===== config.mk =====
export PLATFORM = sky130hd
export DESIGN_NAME = alu_op_sequencer
export DESIGN_NICKNAME = d
export VERILOG_FILES = /design/src/rtl/alu_op_sequencer.sv
export SDC_FILE = /design/constraint.sdc
export NUM_CORES = 1
export LEC_CHECK = 0
export BUFFER_PORTS_ARGS = -buffer_cell sky130_fd_sc_hd__buf_4
export CAP_MARGIN = 10
export CORE_MARGIN = 4
export CORE_UTILIZATION = 35
export DETAILED_ROUTE_END_ITERATION = 8
export GPL_ROUTABILITY_DRIVEN = 0
export SYNTH_ARGS = -nofsm -noshare
export SYNTH_HDL_FRONTEND = slang
export SYNTH_SLANG_ARGS = --single-unit

===== constraint.sdc =====
create_clock -name i_clk -period 2.8 [get_ports i_clk]
set_input_delay 0 -clock i_clk [delete_from_list [all_inputs] [get_ports i_clk]]
set_output_delay 0 -clock i_clk [all_outputs]
set_load 0.01 [all_outputs]

===== src/rtl/alu_op_sequencer.sv =====
// -----------------------------------------------------------------------------
// alu_op_sequencer
//   Issuing side of a W-bit ALU port. Accepts one operation at a time over a
//   valid/ready request channel and drives the ALU for one or more passes.
//   It collects the ALU result and carry, and returns a result plus flags over
//   a valid/ready response channel.
//   Double-word (2*W) operations take a low pass and a high pass. Add/sub take
//   an extra FIX pass that folds the low-half carry/borrow into the high half.
//   The architectural flag register r_flg {Z,CY,S,P,OV} lives here.
//
//   Optional feature: define ALU_SEQ_PERF_EN to add o_perf_ops (completed
//   responses) and o_perf_fix (FIX passes), both 16-bit wrapping counters.
//
// Ports
//   i_clk, i_rst_n        clock, asynchronous active-low reset
//   i_req_*, o_req_ready  request: opcode, wide, operands A/B (2W each)
//   o_rsp_*, i_rsp_ready  response: result (2W, upper half 0 if narrow), flags
//   o_alu_*               ALU drive: opcode, arg1, arg2, in_flg, block_cy_ov
//   i_alu_res/out_flg     ALU return (combinational); only out_flg[3] used
// -----------------------------------------------------------------------------
module alu_op_sequencer #(
  parameter int          W       = 16,
  parameter logic [4:0]  FLG_RST = 5'b0
) (
  input  logic            i_clk,
  input  logic            i_rst_n,
  input  logic            i_req_valid,
  output logic            o_req_ready,
  input  logic [2:0]      i_req_opcode,
  input  logic            i_req_wide,
  input  logic [2*W-1:0]  i_req_a,
  input  logic [2*W-1:0]  i_req_b,
  output logic            o_rsp_valid,
  input  logic            i_rsp_ready,
  output logic [2*W-1:0]  o_rsp_res,
  output logic [4:0]      o_rsp_flg,
  output logic [2:0]      o_alu_opcode,
  output logic [W-1:0]    o_alu_arg1,
  output logic [W-1:0]    o_alu_arg2,
  output logic [4:0]      o_alu_in_flg,
  output logic            o_alu_block_cy_ov,
  input  logic [W-1:0]    i_alu_res,
  input  logic [4:0]      i_alu_out_flg
`ifdef ALU_SEQ_PERF_EN
  ,
  output logic [15:0]     o_perf_ops,
  output logic [15:0]     o_perf_fix
`endif
);

  typedef enum logic [2:0] {S_IDLE, S_LO, S_HI, S_FIX, S_RESP} state_t;

  state_t           r_state, w_nxt;
  logic [2:0]       r_op;
  logic             r_wide;
  logic [2*W-1:0]   r_a, r_b;
  logic [W-1:0]     r_lo, r_hi;
  logic             r_cy0, r_cy1;
  logic [4:0]       r_flg;

  logic             w_addsub, w_pass, w_fix_needed, w_done, w_cy_alu;
  logic [2*W-1:0]   w_res_fin;
  logic             w_cy_fin, w_a_msb, w_b_msb, w_r_msb, w_ov;
  logic [4:0]       w_flg_new;
  logic [3:0]       w_unused_flg;

  assign w_addsub     = (r_op == 3'b000) || (r_op == 3'b001);
  assign w_pass       = r_op[2] & r_op[1];
  assign w_fix_needed = w_addsub & r_cy0;
  assign w_cy_alu     = i_alu_out_flg[3];
  assign w_unused_flg = {i_alu_out_flg[4], i_alu_out_flg[2:0]};

  // ---------------- state register ----------------
  always_ff @(posedge i_clk or negedge i_rst_n) begin
    if (!i_rst_n) r_state <= S_IDLE;
    else          r_state <= w_nxt;
  end

  // ---------------- next state ----------------
  always_comb begin
    w_nxt = r_state;
    case (r_state)
      S_IDLE: if (i_req_valid) w_nxt = S_LO;
      S_LO:   w_nxt = r_wide ? S_HI : S_RESP;
      S_HI:   w_nxt = w_fix_needed ? S_FIX : S_RESP;
      S_FIX:  w_nxt = S_RESP;
      S_RESP: if (i_rsp_ready) w_nxt = S_IDLE;
      default: w_nxt = S_IDLE;
    endcase
  end

  // ---------------- outputs ----------------
  always_comb begin
    o_alu_opcode = '0;
    o_alu_arg1   = '0;
    o_alu_arg2   = '0;
    case (r_state)
      S_LO: begin
        o_alu_opcode = r_op;
        o_alu_arg1   = r_a[W-1:0];
        o_alu_arg2   = r_b[W-1:0];
      end
      S_HI: begin
        o_alu_opcode = r_op;
        o_alu_arg1   = r_a[2*W-1:W];
        o_alu_arg2   = r_b[2*W-1:W];
      end
      // Same opcode with arg 1: add applies the carry, sub applies the borrow.
      S_FIX: begin
        o_alu_opcode = r_op;
        o_alu_arg1   = r_hi;
        o_alu_arg2   = W'(1);
      end
      default: ;
    endcase
  end

  assign o_req_ready       = (r_state == S_IDLE);
  assign o_rsp_valid       = (r_state == S_RESP);
  assign o_rsp_res         = {r_hi, r_lo};
  assign o_rsp_flg         = r_flg;
  assign o_alu_in_flg      = r_flg;
  assign o_alu_block_cy_ov = 1'b0;

  // ---------------- flags on the final pass ----------------
  // The final result is assembled from the live ALU output so flags can be
  // written on the same edge that enters RESP.
  assign w_res_fin = (r_state == S_LO) ? {{W{1'b0}}, i_alu_res} : {i_alu_res, r_lo};
  // A high-half carry and a FIX carry cannot both occur, so OR gives the total.
  assign w_cy_fin  = (r_state == S_FIX) ? (r_cy1 | w_cy_alu) : w_cy_alu;
  assign w_a_msb   = r_wide ? r_a[2*W-1]       : r_a[W-1];
  assign w_b_msb   = r_wide ? r_b[2*W-1]       : r_b[W-1];
  assign w_r_msb   = r_wide ? w_res_fin[2*W-1] : w_res_fin[W-1];

  always_comb begin
    w_ov = 1'b0;
    if (r_op == 3'b000)      w_ov = (w_a_msb == w_b_msb) && (w_r_msb != w_a_msb);
    else if (r_op == 3'b001) w_ov = (w_a_msb != w_b_msb) && (w_r_msb != w_a_msb);
    if (w_pass)
      w_flg_new = {~|w_res_fin, r_flg[3], w_r_msb, ^w_res_fin, r_flg[0]};
    else
      w_flg_new = {~|w_res_fin, w_addsub & w_cy_fin, w_r_msb, ^w_res_fin, w_ov};
  end

  assign w_done = (w_nxt == S_RESP) && (r_state != S_RESP);

  // ---------------- datapath ----------------
  always_ff @(posedge i_clk or negedge i_rst_n) begin
    if (!i_rst_n) begin
      r_op   <= '0;
      r_wide <= 1'b0;
      r_a    <= '0;
      r_b    <= '0;
      r_lo   <= '0;
      r_hi   <= '0;
      r_cy0  <= 1'b0;
      r_cy1  <= 1'b0;
      r_flg  <= FLG_RST;
    end else begin
      case (r_state)
        S_IDLE: if (i_req_valid) begin
          r_op   <= i_req_opcode;
          r_wide <= i_req_wide;
          r_a    <= i_req_a;
          r_b    <= i_req_b;
          r_hi   <= '0;  // narrow results must read back with a zero upper half
        end
        S_LO: begin
          r_lo  <= i_alu_res;
          r_cy0 <= w_cy_alu;
        end
        S_HI: begin
          r_hi  <= i_alu_res;
          r_cy1 <= w_cy_alu;
        end
        S_FIX: r_hi <= i_alu_res;
        default: ;
      endcase
      if (w_done) r_flg <= w_flg_new;
    end
  end

`ifdef ALU_SEQ_PERF_EN
  logic [15:0] r_perf_ops, r_perf_fix;
  always_ff @(posedge i_clk or negedge i_rst_n) begin
    if (!i_rst_n) begin
      r_perf_ops <= '0;
      r_perf_fix <= '0;
    end else begin
      if (o_rsp_valid && i_rsp_ready)              r_perf_ops <= r_perf_ops + 16'd1;
      if ((r_state == S_HI) && (w_nxt == S_FIX))   r_perf_fix <= r_perf_fix + 16'd1;
    end
  end
  assign o_perf_ops = r_perf_ops;
  assign o_perf_fix = r_perf_fix;
`endif

endmodule


## After elaboration in Yosys (flattened, before gate mapping)

Index checks and enable logic that the tools add are counted.

| cells by class | value |
|---|---|
| add/subtract/negate cells | 0 |
| multipliers | 0 |
| div/mod/pow operators | 0 |
| $lt $le $gt $ge | 0 |
| equality and inequality tests | 11 |
| shifts and indexed selects | 0 |
| mux-type cells | 17 |
| bitwise operators | 5 |
| reductions and logical operators | 15 |

Operators by type and width:

| kind | count |
|---|---|
| $pmux 16 s3 | 2 |
| $mux 32 | 1 |
| $pmux 16 s2 | 1 |
| $reduce_or 32->1 | 1 |
| $reduce_xor 32->1 | 1 |
| $mux 16 | 1 |
| $mux 3 | 5 |
| $pmux 3 s5 | 1 |
| $eq 3x1->1 const B | 2 |
| $eq 3x2->1 const B | 2 |
| $eq 3x3->1 const B | 2 |
| $logic_not 3->1 | 2 |
| $mux 1 | 6 |
| $reduce_and 2->1 | 3 |
| $and 1x1->1 | 3 |
| $logic_and 1x1->1 | 3 |
| $ne 3x3->1 const B | 1 |
| $reduce_or 3->1 | 1 |
| $ne 1x1->1 | 2 |
| $ne 2x2->1 const B | 1 |
| $reduce_bool 2->1 | 1 |
| $reduce_or 2->1 | 1 |
| $eq 1x1->1 | 1 |
| $logic_not 1->1 | 1 |
| other kinds (3) | 3 |

| storage, ports and cells | value |
|---|---|
| bits in registers | 110 |
| bits in latches | 0 |
| RAM bits | 0 |
| bits in read-only memories | 0 |
| input port bits | 93 |
| output and inout port bits | 80 |
| memories kept | 0 |

## Longest topological paths before layout

Gate-level depths: netlist (run 1).

| logic depth | value |
|---|---|
| depth after elaboration | 8 |
| depth in mapped cells | 13 |
| gate-level depth less buffers | 10 |

## Worst setup path before layout (run 1)

OpenSTA, ideal clock, no wires.

| timing | value |
|---|---|
| path kind | reg2reg |
| from | reg r_state[0] |
| to | reg r_flg[1] (netlist: o_alu_in_flg[1]) |
| library setup time | 0.146 ns |
| arrival time | 2.412 ns |
| required time | 2.654 ns |
| setup slack | 0.242 ns |
| cell stages (with the launch flop) | 13 |
| period minus slack after synthesis | 2.558 ns |
| cells stage by stage | dfrtp_1 buf_4 or3b_1 clkbuf_1 buf_2 clkbuf_1 nand2_1 ha_1 xnor2_1 xnor2_1 xnor2_1 xnor2_1 a21oi_1 |

| on the way | value |
|---|---|
| cells in the longest elaborated chain, start to end | 4 |

RTL lines:

| what | RTL line | text |
|---|---|---|
| start: declaration | 53 | `state_t r_state, w_nxt;` |
| start signal: assignment | 76 | `else r_state <= w_nxt;` |
| $eq 3x3->1, or another cell as far along | 82 | `case (r_state)` |
| $pmux 3 s5 | 82 |  |
| $eq 3x3->1 | 145 | `assign w_done = (w_nxt == S_RESP) && (r_state != S_RESP);` |
| $logic_and 1x1->1 | 145 |  |
| end signal: assignment | 179 | `if (w_done) r_flg <= w_flg_new;` |
| end: declaration | 59 | `logic [4:0] r_flg;` |

Several ways; a longest one is shown, not always the timed one.
A chain may end at the register's enable or synchronous reset.

## Final worst setup path (run 1)

| timing | value |
|---|---|
| from | reg r_state[1] |
| to | reg r_flg[1] (netlist: o_alu_in_flg[1]) |

Same word-level chain as after synthesis.

==> results of run 1 <==
==> worst min-delay path by stage <==
| stage | to | slack [ns] |
|---|---|---|
| finish | r_lo[5]$_DFFE_PN0P_ | 0.24 |
| global route | r_a[12]$_DFFE_PN0P_ | 0.28 |
| CTS | r_lo[5]$_DFFE_PN0P_ | 0.26 |
| detailed placement | r_lo[5]$_DFFE_PN0P_ | 0.10 |
| global placement | r_lo[5]$_DFFE_PN0P_ | 0.09 |
| floorplan | o_alu_in_flg[0]$_DFFE_PN0P_ | -0.30 |
==> cell families (layout without fill, tap and decap cells) <==
group / after synthesis / in the layout
AOI/OAI and AO/OA: 60 / 60
buffers and inverters: 55 / 298
other: 1 / 2
muxes: 102 / 102
and+or+nand+nor: 101 / 101
adders and majority gates: 16 / 16
DFF: 110 / 110
xor gates and xnor gates: 20 / 20
==> per-stage QoR <==
stage,instances,util (%)
finish,897,52.7
global route,897,52.7
floorplan,465,-
CTS,896,52.7
detailed placement,794,45.0
global placement,794,45.0
==> critical path: stages, from the launching register on <==
cell and delay [ns]:
dfrtp_1 0.42, or3b_1 0.38, buf_4 0.27, mux2i_1 0.24
ha_1 0.28, xnor2_1 0.14, xnor2_1 0.23, xnor2_1 0.17
xnor2_1 0.17, a21oi_1 0.10
==> final cells by class <==
class	count	share of cell area (%)
antenna	1	0.0313
clock buffer	13	3.51
clock inverter	2	0.188
inverter	17	0.799
multi-input combinational	300	29.8
sequential	110	34.5
tap	188	2.95
timing repair buffer	266	28.2
==> sequential cells by signal, indices dropped and copies added, names as in the netlist <==
signal / flops
r_hi: 16
r_a: 32
r_state: 3
r_b: 32
r_cy1: 1
o_alu_in_flg: 5
r_op: 3
r_lo: 16
r_wide: 1
r_cy0: 1
==> routing by layer <==
layer | part of all wire (%) | routed length, um | GRT usage, % | up-vias
met5 | 0 | 0 | 0 | -
met2 | 49 | 7520 | 29.8 | 149
met4 | 1.4 | 221 | 4.16 | 0
met3 | 7.5 | 1150 | 6.49 | 17
li1 | - | - | - | 2076
met1 | 42 | 6370 | 21.5 | 2122
==> power breakdown <==
group / switching (mW) / total (mW) / internal (mW)
sequential: 0.487 / 2.81 / 2.33
combinational: 2.20 / 4.75 / 2.55
clock: 0.565 / 1.26 / 0.697
total: 3.25 / 8.82 / 5.57
==> cells in the final DEF (no fill, tap or decap) <==
| cell type | netlist | final |
|---|---|---|
| buf_4 | 13 | 176 |
| dfrtp_1 | 110 | 110 |
| dlygate4sd3_1 | 0 | 87 |
| mux2_2 | 80 | 80 |
| nand2_1 | 60 | 60 |
| nor2_1 | 21 | 21 |
| o21ai_0 | 18 | 18 |
| inv_1 | 17 | 17 |
| xnor2_1 | 17 | 17 |
| mux2i_1 | 16 | 16 |
| a22o_1 | 16 | 16 |
| a22oi_1 | 16 | 16 |
| ha_1 | 16 | 16 |
| clkbuf_16 | 0 | 9 |
| mux2_1 | 6 | 6 |
| nor3b_1 | 4 | 4 |
| nand4_1 | 4 | 4 |
| clkbuf_8 | 0 | 4 |
| a21oi_1 | 3 | 3 |
| nor2b_1 | 3 | 3 |
| xor2_1 | 3 | 3 |
| buf_12 | 0 | 3 |
| nand2b_1 | 2 | 2 |
| a21o_1 | 2 | 2 |
| clkinvlp_4 | 0 | 2 |
| diode_2 | 0 | 1 |
| or3b_1 | 1 | 1 |
| nor3b_4 | 1 | 1 |
| nor3_1 | 1 | 1 |
| and2_1 | 2 | 1 |
| and2_4 | 0 | 1 |
| o32ai_2 | 1 | 1 |
| o31ai_1 | 1 | 1 |
| nand3_1 | 1 | 1 |
| o211ai_1 | 1 | 1 |
| o21a_1 | 1 | 1 |
| a31oi_1 | 1 | 1 |
| nor4_1 | 1 | 1 |
| conb_1 | 1 | 1 |
==> run_results.csv, run 1 <==
group,metric,value,unit
clock_network,cts_buffers,9,
critical_path,crit_end,"o_alu_in_flg[1]$_DFFE_PN0P_",
critical_path,worst_ep_arrival_time,2.75,ns
critical_path,worst-path-max-fanout,33,
route,drt_pre_antenna_iters,4,
timing,fin_ws,0.256,ns
route,ant_nets,0,
yosys,synth_compound_area_share,7.88,%
cells_and_area,finalNetCount,813,
cells_and_area,seqCellArea,0.00275,mm^2
cells_and_area,fillers,1330,
timing,setup_violations,0,
yosys,async_flop_share,100,%
timing,fin_skew,0.00571,ns
yosys,ys_seq_area_share,51.0,%
yosys,synth_edf_count,0,
yosys,synth-seq-cells,110,
critical_path,rr_startpoint,"r_state[1]$_DFF_PN0_",
grt,globalRouteOverflowTotal,0,
timing,fin_tns_setup,0,ns
pwr,leakage,3.79,nW
route,routed_via_density,4.87,
route,drc,0,
timing,relSlewSlack,25.7,%
yosys,synth.most_common_cell,"dfrtp_1",
min_path,hold_class,"in -> async",
yosys,synth-simple-area-share,8.27,%
floorplanning,rows,45,
floorplanning,die_h,132,um
yosys,synth_area,0.00540,mm^2
critical_path,cp-end-kind,"flop",
cells_and_area,syn2layout_area_growth,47.8,%
route,wl_per_cell,17.0,um
clock_network,clock_sinks,110,
grt,grt_pass1_wl,24.7,mm
timing,fin_crit,2.54,ns
pwr,p_per_area,1110,mW/mm^2
place,hpwl,10.9,mm
critical_path,cp-start-kind,"flop",
cells_and_area,drive_above_1_share,39.1,%
critical_path,r2r_slack,0.26,ns
clock_network,h-tree-depth,3,
critical_path,crit_required,3.00,ns
clock_network,clkTransAtPathRegs,0.07,ns
yosys,yosys_warnings,0,
route,drt-initial-drc-count,199,
yosys,synth_nets,574,
yosys,synthTopCellsByArea,"dfrtp_1 (51%), mux2_2 (17%), nand2_1 (4.2%)",
timing,hold_viol_final,0,
yosys,synthAdderAreaFrac,3.71,%
clock_network,clk_path_buf_depth,2,
timing,clock.fmax,0.393,GHz
critical_path,cp-startpoint,"r_state[1]$_DFF_PN0_",
critical_path,crit_type,"reg -> reg",
pwr,total_power,8.82,mW
floorplanning,die_w,132,um
clock_network,cts_root_buffer,"clkbuf_16",
yosys,ys_top_cells_by_count,"dfrtp_1 (110), mux2_2 (80), nand2_1 (60), nor2_1 (21), o21ai_0 (18)",
yosys,synthMuxAreaShare,20.9,%
pwr,ir_drop,653,uV
floorplanning,start_util,35.7,%
yosys,synth_top_family_by_area,"multiplexers",
place,portBuffers,167,
cells_and_area,final_area,0.00798,mm^2
grt,grt_max_degree,58,
clock_network,cts_hold_buf,87,
yosys,synth_top_cell_area_share,51.0,%
run_status,status,"finished clean",
timing,tightestPinTransition,1.11,ns
timing,fin_crit_sh,90.8,%
clock_network,clock_latency,0.35,ns
yosys,netlist.top_cell.by_area,"dfrtp_1",
yosys,synth_area_per_cell,11.6,um^2
timing,rsz0062_at_grt,"false",
critical_path,reg2reg_depth,9,
critical_path,rr_endpoint,"o_alu_in_flg[1]$_DFFE_PN0P_",
floorplanning,pin_count,173,
clock_network,cts-resized-gates,0,
place,post_dp_cell_area,0.00682,mm^2
timing,finalMaxSlewViolations,0,
yosys,synth_xor_area_share,3.24,%
yosys,synth_ff_type,"dfrtp_1",
grt,grt_usage,17.6,%
run,cap_violations,0,
floorplanning,die_area,0.0175,mm^2
yosys,synth_cells,465,
route,drt-total-wl,15.3,mm
clock_network,cts_tree,"yes",
timing,timing.hold.ws,0.241,ns
place,detailedPlace.worstSlack,0.270,ns
floorplanning,core,0.0151,mm^2
grt,antenna_found_initial,1,
yosys,synthDistinctLibCells,35,
grt,grt_pass1_vias,4849,
route,via_count,4364,
cells_and_area,multiInputGateArea,0.00238,mm^2
clock_network,cts_setup_buffers,0,
Note: power is estimated with default switching activity, not from simulation.
==> run 2: changes to the inputs <==
Settings changed: ABC_AREA set to 1, CORE_ASPECT_RATIO set to 1.2.
==> run 2 against run 1 <==
  * Sequential cell count is the same
  * Power grew 5.7%
  * Sequential share of layout area shrank 1.4 points
  * Routed wire length grew 11%
  * Register-to-register slack gained 0.06 ns
  * Die area grew 5.8%
  * Sequential power is essentially flat
  * Utilization shrank 1.1 points
  * Critical endpoint unchanged
  * Largest power group unchanged
  * Critical path depth grew 7
==> run_results.csv, run 2 <==
group,metric,value,unit
route,route.met2.wl,8.39,mm
clock_network,h-tree-depth,3,
pwr,leakage,4.24,nW
floorplanning,die_h,148,um
timing,timing.hold.ws,0.0348,ns
yosys,synthTopCellsByArea,"dfrtp_1 (48%), mux2_4 (9.7%), nand2_1 (9.6%)",
critical_path,cpMostUsedCell,"nand2_1",
timing,clock.fmax,0.403,GHz
clock_network,clock_sinks,110,
run_status,status,"finished clean",
timing,rsz0062_at_grt,"false",
grt,grt_usage,18.5,%
yosys,synth.most_common_cell,"nand2_1",
critical_path,path_depth,16,
clock_network,cts_tree,"yes",
critical_path,crit_slowest_cell,"dfrtp_1",
floorplanning,start_util,35.5,%
floorplanning,die_w,125,um
timing,tightestPinTransition,0.938,ns
cells_and_area,fillers,1421,
yosys,synthDistinctLibCells,30,
timing,fin_tns_setup,0,ns
timing,hold_viol_final,0,
yosys,netlist.top_cell.by_area,"dfrtp_1",
route,drt-total-wl,16.9,mm
clock_network,clock_latency,0.36,ns
timing,setup_violations,0,
cells_and_area,final_cell_mix,"buf_4 (173), nand2_1 (146), dfrtp_1 (110), dlygate4sd3_1 (87), inv_1 (72)",
critical_path,cp_num_buf_inv,3,
clock_network,clk_path_buf_depth,2,
critical_path,path_cells,"inv_1, nor2_1, nand2_2, buf_12, o21ai_0, ha_1, nor2_1, inv_1, nand2_1, nand2_1, nand2_1, nand2_1, nand2_1, nand2_1, nand3_1, nand2_1",
pwr,p_per_area,1120,mW/mm^2
floorplanning,pin_count,173,
route,routed_via_density,4.73,
yosys,async_flop_share,100,%
critical_path,r2r_slack,0.32,ns
grt,grt_pass1_vias,5323,
place,detailedPlace.worstSlack,0.244,ns
route,wl_met3,751,um
grt,grt_pass1_wl,27.8,mm
critical_path,reg2reg_depth,16,
route,drt-initial-drc-count,296,
cells_and_area,drive_above_1_share,32.5,%
timing,fin_ws,0.317,ns
critical_path,worst_ep_arrival_time,2.73,ns
yosys,synth_edf_count,0,
critical_path,crit_required,3.05,ns
floorplanning,rows,51,
timing,relSlewSlack,37.5,%
cells_and_area,seqCellArea,0.00275,mm^2
critical_path,crit_type,"reg -> reg",
yosys,synth_ff_type,"dfrtp_1",
yosys,synth_area_per_cell,9.49,um^2
min_path,worstHoldPathCells,3,
run,cap_violations,0,
timing,fin_crit,2.48,ns
route,ant_nets,0,
cells_and_area,syn2layout_area_growth,45.2,%
min_path,hold_class,"in -> reg",
grt,antenna_found_initial,0,
clock_network,clkTransAtPathRegs,0.08,ns
yosys,synth-seq-cells,110,
grt,grt_max_degree,74,
critical_path,cp-end-kind,"flop",
yosys,synth_nets,713,
route,drt_pre_antenna_iters,4,
floorplanning,core,0.0161,mm^2
floorplanning,die_area,0.0185,mm^2
yosys,synth_area,0.00573,mm^2
clock_network,cts_buffers,9,
cells_and_area,final_common_cell,"buf_4",
pwr,ir_drop,483,uV
timing,fin_skew,0.0116,ns
cells_and_area,multiInputGateArea,0.00251,mm^2
critical_path,crit_family,"simple AND/OR/NAND/NOR gates",
route,top_layer,"met4",
yosys,yosys_warnings,0,
yosys,ys_top_cells_by_count,"nand2_1 (146), dfrtp_1 (110), inv_1 (72), mux2_4 (37), o21ai_0 (32)",
clock_network,cts_root_buffer,"clkbuf_16",
route,via_count,5036,
route,drc,0,
grt,globalRouteOverflowTotal,0,
critical_path,cp-start-kind,"flop",
cells_and_area,finalNetCount,956,
route,wl_met1,7.34,mm
yosys,synth_top_cell_area_share,48.0,%
place,portBuffers,167,
yosys,synth_cells,604,
cells_and_area,diodes,0,
timing,finalMaxSlewViolations,0,
place,hpwl,11.9,mm
route,wl_per_cell,15.9,um
cells_and_area,largest_registers,"r_a: 32 flops, r_b: 32 flops",
timing,fin_crit_sh,88.7,%
critical_path,cp_slowest_stage_delay,0.43,ns
critical_path,worst-path-max-fanout,33,
yosys,ys_seq_area_share,48.0,%
## run 2: changes by cell type after synthesis, moves of 14 or more
cell	change
mux2_2	-55
o21ai_0	+14
o211ai_1	+14
a22oi_1	-16
inv_1	+55
xnor2_1	-17
or2_2	+15
mux2i_1	-16
nand3_1	+22
nand2_1	+86
mux2_4	+37
## run 2: worst reg2reg max path: cells and delay by family, from the launching register on
family | cells | cell delay [ns]
compound gates | 1 | 0.28
fa+ha+maj | 1 | 0.34
buf+inv | 3 | 0.33
flops | 1 | 0.43
simple gates | 11 | 1.00
## run 2: stage by stage
| stage | std cells | total power [mW] | util, % | cell area, um^2 |
|---|---|---|---|---|
| 3_3_place_gp | 961 | 7.78 | 44.3 | 7150 |
| 6_report | 1064 | 9.32 | 51.6 | 8330 |
| 2_1_floorplan | 604 | 6.27 | - | 5730 |
| 5_1_grt | 1064 | 10.1 | 51.6 | 8330 |
| 4_1_cts | 1064 | 9.40 | 51.6 | 8320 |
| 3_5_place_dp | 961 | 7.96 | 44.3 | 7150 |
## run 2: kinds of logic (layout without fill, tap and decap cells)
kind of cell | Yosys count | in the layout | synth area share [%]
other cells | 1 | 1 | 0.0654
mux | 62 | 62 | 14.6
buf+inv | 105 | 353 | 8.21
flops | 110 | 110 | 48.0
compound gates | 81 | 81 | 8.80
simple gates | 229 | 229 | 16.8
fa+ha+maj | 16 | 16 | 3.49
## run 2: cell type report
cell class | instances | area share [%]
sequential | 110 | 33.1
timing repair buffer | 262 | 26.5
clock inverter | 7 | 0.887
clock buffer | 9 | 2.71
inverter | 75 | 3.41
tap | 212 | 3.19
multi-input combinational | 389 | 30.2
## run 2: where the power goes
part	internal [mW]	leakage, nW	switching [mW]	total (mW)
sequential	2.34	1.31	0.439	2.78
combinational	2.48	2.78	2.77	5.25
clock	0.637	0.148	0.659	1.30
total	5.46	4.24	3.87	9.32
## run 2: worst paths after layout
check                                         endpoint            startpoint
max in group asynchronous           r_a[1]$_DFFE_PN0P_               i_rst_n
setup / recovery           o_alu_in_flg[1]$_DFFE_PN0P_  r_state[0]$_DFF_PN0_
setup reg to reg           o_alu_in_flg[1]$_DFFE_PN0P_  r_state[0]$_DFF_PN0_
min in group asynchronous          r_a[25]$_DFFE_PN0P_               i_rst_n
hold / removal                    r_state[0]$_DFF_PN0_           i_req_valid
hold reg to reg                     r_a[2]$_DFFE_PN0P_    r_a[2]$_DFFE_PN0P_
## run 2: repair_timing
item	in CTS	in global routing
hold buffers	87	0
resized for setup	0	4
buffers inserted	0	0
hold endpoints to repair	174	0
endpoints found under the setup margin	0	1
## run 2: routing by layer
layer	vias up	global-route usage (%)
li1	2446	-
met1	2430	23.7
met2	132	31.5
met3	28	3.74
met4	0	6.40
met5	-	0
==> run 3: changes to the inputs <==
Settings changed: GPL_ROUTABILITY_DRIVEN 0 to unset, MAX_ROUTING_LAYER set to met4.
==> run 3 against run 2 <==
  * Count of clock-buffer cells in the layout stayed put
  * Clock power hardly changed
  * Die area stayed put
  * Via count is 0.12% higher
  * Critical path depth stayed put
  * Hold slack better by 0.0011 ns
  * Global-route usage is 0.52 points higher
  * Largest power group unchanged
  * Worst setup slack worse by 0.010 ns
  * First-iteration DRC count is 6.8% lower
==> run_results.csv, run 3 (same netlist as run 2, synthesis figures left out) <==
group,metric,value,unit
timing,hold_viol_final,0,
critical_path,crit_end,"o_alu_in_flg[1]$_DFFE_PN0P_",
critical_path,rr_endpoint,"o_alu_in_flg[1]$_DFFE_PN0P_",
timing,finalMaxSlewViolations,0,
timing,fin_crit_sh,89.1,%
cells_and_area,syn2layout_area_growth,45.2,%
timing,setup_violations,0,
cells_and_area,final_common_cell,"buf_4",
pwr,p_int,5.46,mW
cells_and_area,final_cell_mix,"buf_4 (173), nand2_1 (146), dfrtp_1 (110), dlygate4sd3_1 (87), inv_1 (72)",
timing,clock.fmax,0.401,GHz
timing,fin_tns_setup,0,ns
pwr,p_switching,3.87,mW
grt,grt_pass1_vias,5346,
critical_path,reg2reg_depth,16,
floorplanning,die_area,0.0185,mm^2
pwr,clock_power_share,13.9,%
floorplanning,core,0.0161,mm^2
route,ant_nets,0,
route,routed_via_density,4.74,
route,drt-total-wl,16.9,mm
pwr,p_comb_share,56.3,%
timing,fin_ws,0.306,ns
timing,relSlewSlack,35.5,%
critical_path,crit_type,"reg -> reg",
critical_path,cp-startpoint,"r_state[0]$_DFF_PN0_",
cells_and_area,diodes,0,
timing,fin_crit,2.49,ns
clock_network,clk_path_buf_depth,2,
floorplanning,rows,51,
floorplanning,start_util,35.5,%
place,portBuffers,167,
critical_path,cp-start-kind,"flop",
critical_path,cp-end-kind,"flop",
floorplanning,die_w,125,um
timing,fin_skew,0.0116,ns
critical_path,worst_ep_arrival_time,2.74,ns
grt,grt_pass1_wl,27.7,mm
place,detailedPlace.worstSlack,0.244,ns
route,wl_per_cell,15.9,um
timing,tightestPinTransition,0.967,ns
cells_and_area,finalNetCount,956,
critical_path,r2r_slack,0.31,ns
grt,grt_max_degree,74,
clock_network,cts_root_buffer,"clkbuf_16",
place,hpwl,11.9,mm
place,place.gp.congestion,0.861,
cells_and_area,fillers,1421,
route,drc,0,
grt,antenna_found_initial,0,
critical_path,crit_required,3.05,ns
critical_path,worst-path-max-fanout,33,
clock_network,cts_buffers,9,
pwr,seqPwrFrac,29.7,%
grt,grt_usage,19.0,%
clock_network,clock_latency,0.36,ns
pwr,p_per_area,1120,mW/mm^2
critical_path,rr_startpoint,"r_state[0]$_DFF_PN0_",
route,via_count,5042,
timing,timing.hold.ws,0.0359,ns
pwr,swShare,41.5,%
floorplanning,die_h,148,um
clock_network,h-tree-depth,3,
run,cap_violations,0,
floorplanning,pin_count,173,
run_status,status,"finished clean",
clock_network,clock_sinks,110,
cells_and_area,utilization,51.6,%
place,post_dp_cell_area,0.00715,mm^2
route,drt_pre_antenna_iters,4,
clock_network,clkTransAtPathRegs,0.08,ns
cells_and_area,largest_registers,"r_a: 32 flops, r_b: 32 flops",
clock_network,cts_tree,"yes",
pwr,leakage,4.24,nW
cells_and_area,final_area,0.00833,mm^2
clock_network,cts_setup_buffers,0,
pwr,ir_drop,482,uV
cells_and_area,drive_above_1_share,32.5,%
grt,globalRouteOverflowTotal,0,
route,drt-initial-drc-count,276,
min_path,hold_class,"in -> reg",
==> run 3: changes by cell type in the layout (fill, tap and decap cells not counted) <==
cell,before,now
o21ai_1,11,10
o21ai_0,30,31
==> run 3: final cells by class <==
cell class | count | area (um^2) | area share, %
Clock buffer | 9 | 225 | 2.71
Clock inverter | 7 | 73.8 | 0.887
Sequential cell | 110 | 2750 | 33.1
Multi-Input combinational cell | 389 | 2510 | 30.2
Timing Repair Buffer | 262 | 2210 | 26.5
Tap cell | 212 | 265 | 3.19
Inverter | 75 | 284 | 3.41
==> run 3: power by group through the flow <==
stage / sequential [mW] / clock, mW / combinational (mW)
3_5_place_dp: 2.79 / 0 / 5.17
3_3_place_gp: 2.75 / 0 / 5.03
2_1_floorplan: 2.78 / 0 / 3.48
5_1_grt: 2.87 / 1.40 / 5.87
6_report: 2.77 / 1.30 / 5.25
4_1_cts: 2.77 / 1.34 / 5.29
==> run 3: timing repair <==
item                       CTS  global route
setup endpoints to repair    0             1
hold endpoints to repair   174             0
hold buffers                87             0
resized for setup            0             3
==> run 3: layer usage <==
metal / wire length, um / global-route usage, % / share of wire (%) / vias up
met5: 0 / - / 0 / -
met4: 448 / 6.56 / 2.6 / 0
met3: 727 / 3.59 / 4.3 / 32
met2: 8340 / 31.4 / 49 / 134
met1: 7430 / 23.7 / 44 / 2431
li1: - / - / - / 2445
==> run 3: worst min path at each step <==
stage,from,end,slack [ns],cells past startpoint
finish,i_req_valid,r_state[0]$_DFF_PN0_,0.04,3
global route,i_req_valid,r_state[0]$_DFF_PN0_,0.03,3
CTS,i_req_valid,r_state[0]$_DFF_PN0_,0.02,3
detailed placement,i_rst_n,r_a[25]$_DFFE_PN0P_,0.20,1
global placement,i_rst_n,r_a[25]$_DFFE_PN0P_,0.18,1
floorplan,i_rst_n,o_alu_in_flg[0]$_DFFE_PN0P_,-0.30,0
==> run 3: stage by stage <==
step           std cells  total power, mW
2_1_floorplan        604             6.27
3_3_place_gp         961             7.78
3_5_place_dp         961             7.96
4_1_cts             1064             9.40
5_1_grt             1064             10.1
6_report            1064             9.32
==> run 3: critical path: stages (launching register included) <==
cell	delay, ns
dfrtp_1	0.43
inv_1	0.06
nor2_1	0.19
nand2_2	0.19
buf_12	0.21
o21ai_0	0.28
ha_1	0.34
nor2_1	0.15
inv_1	0.05
nand2_1	0.05
nand2_1	0.05
nand2_1	0.09
nand2_1	0.06
nand2_1	0.06
nand2_1	0.04
nand3_1	0.07
nand2_1	0.05
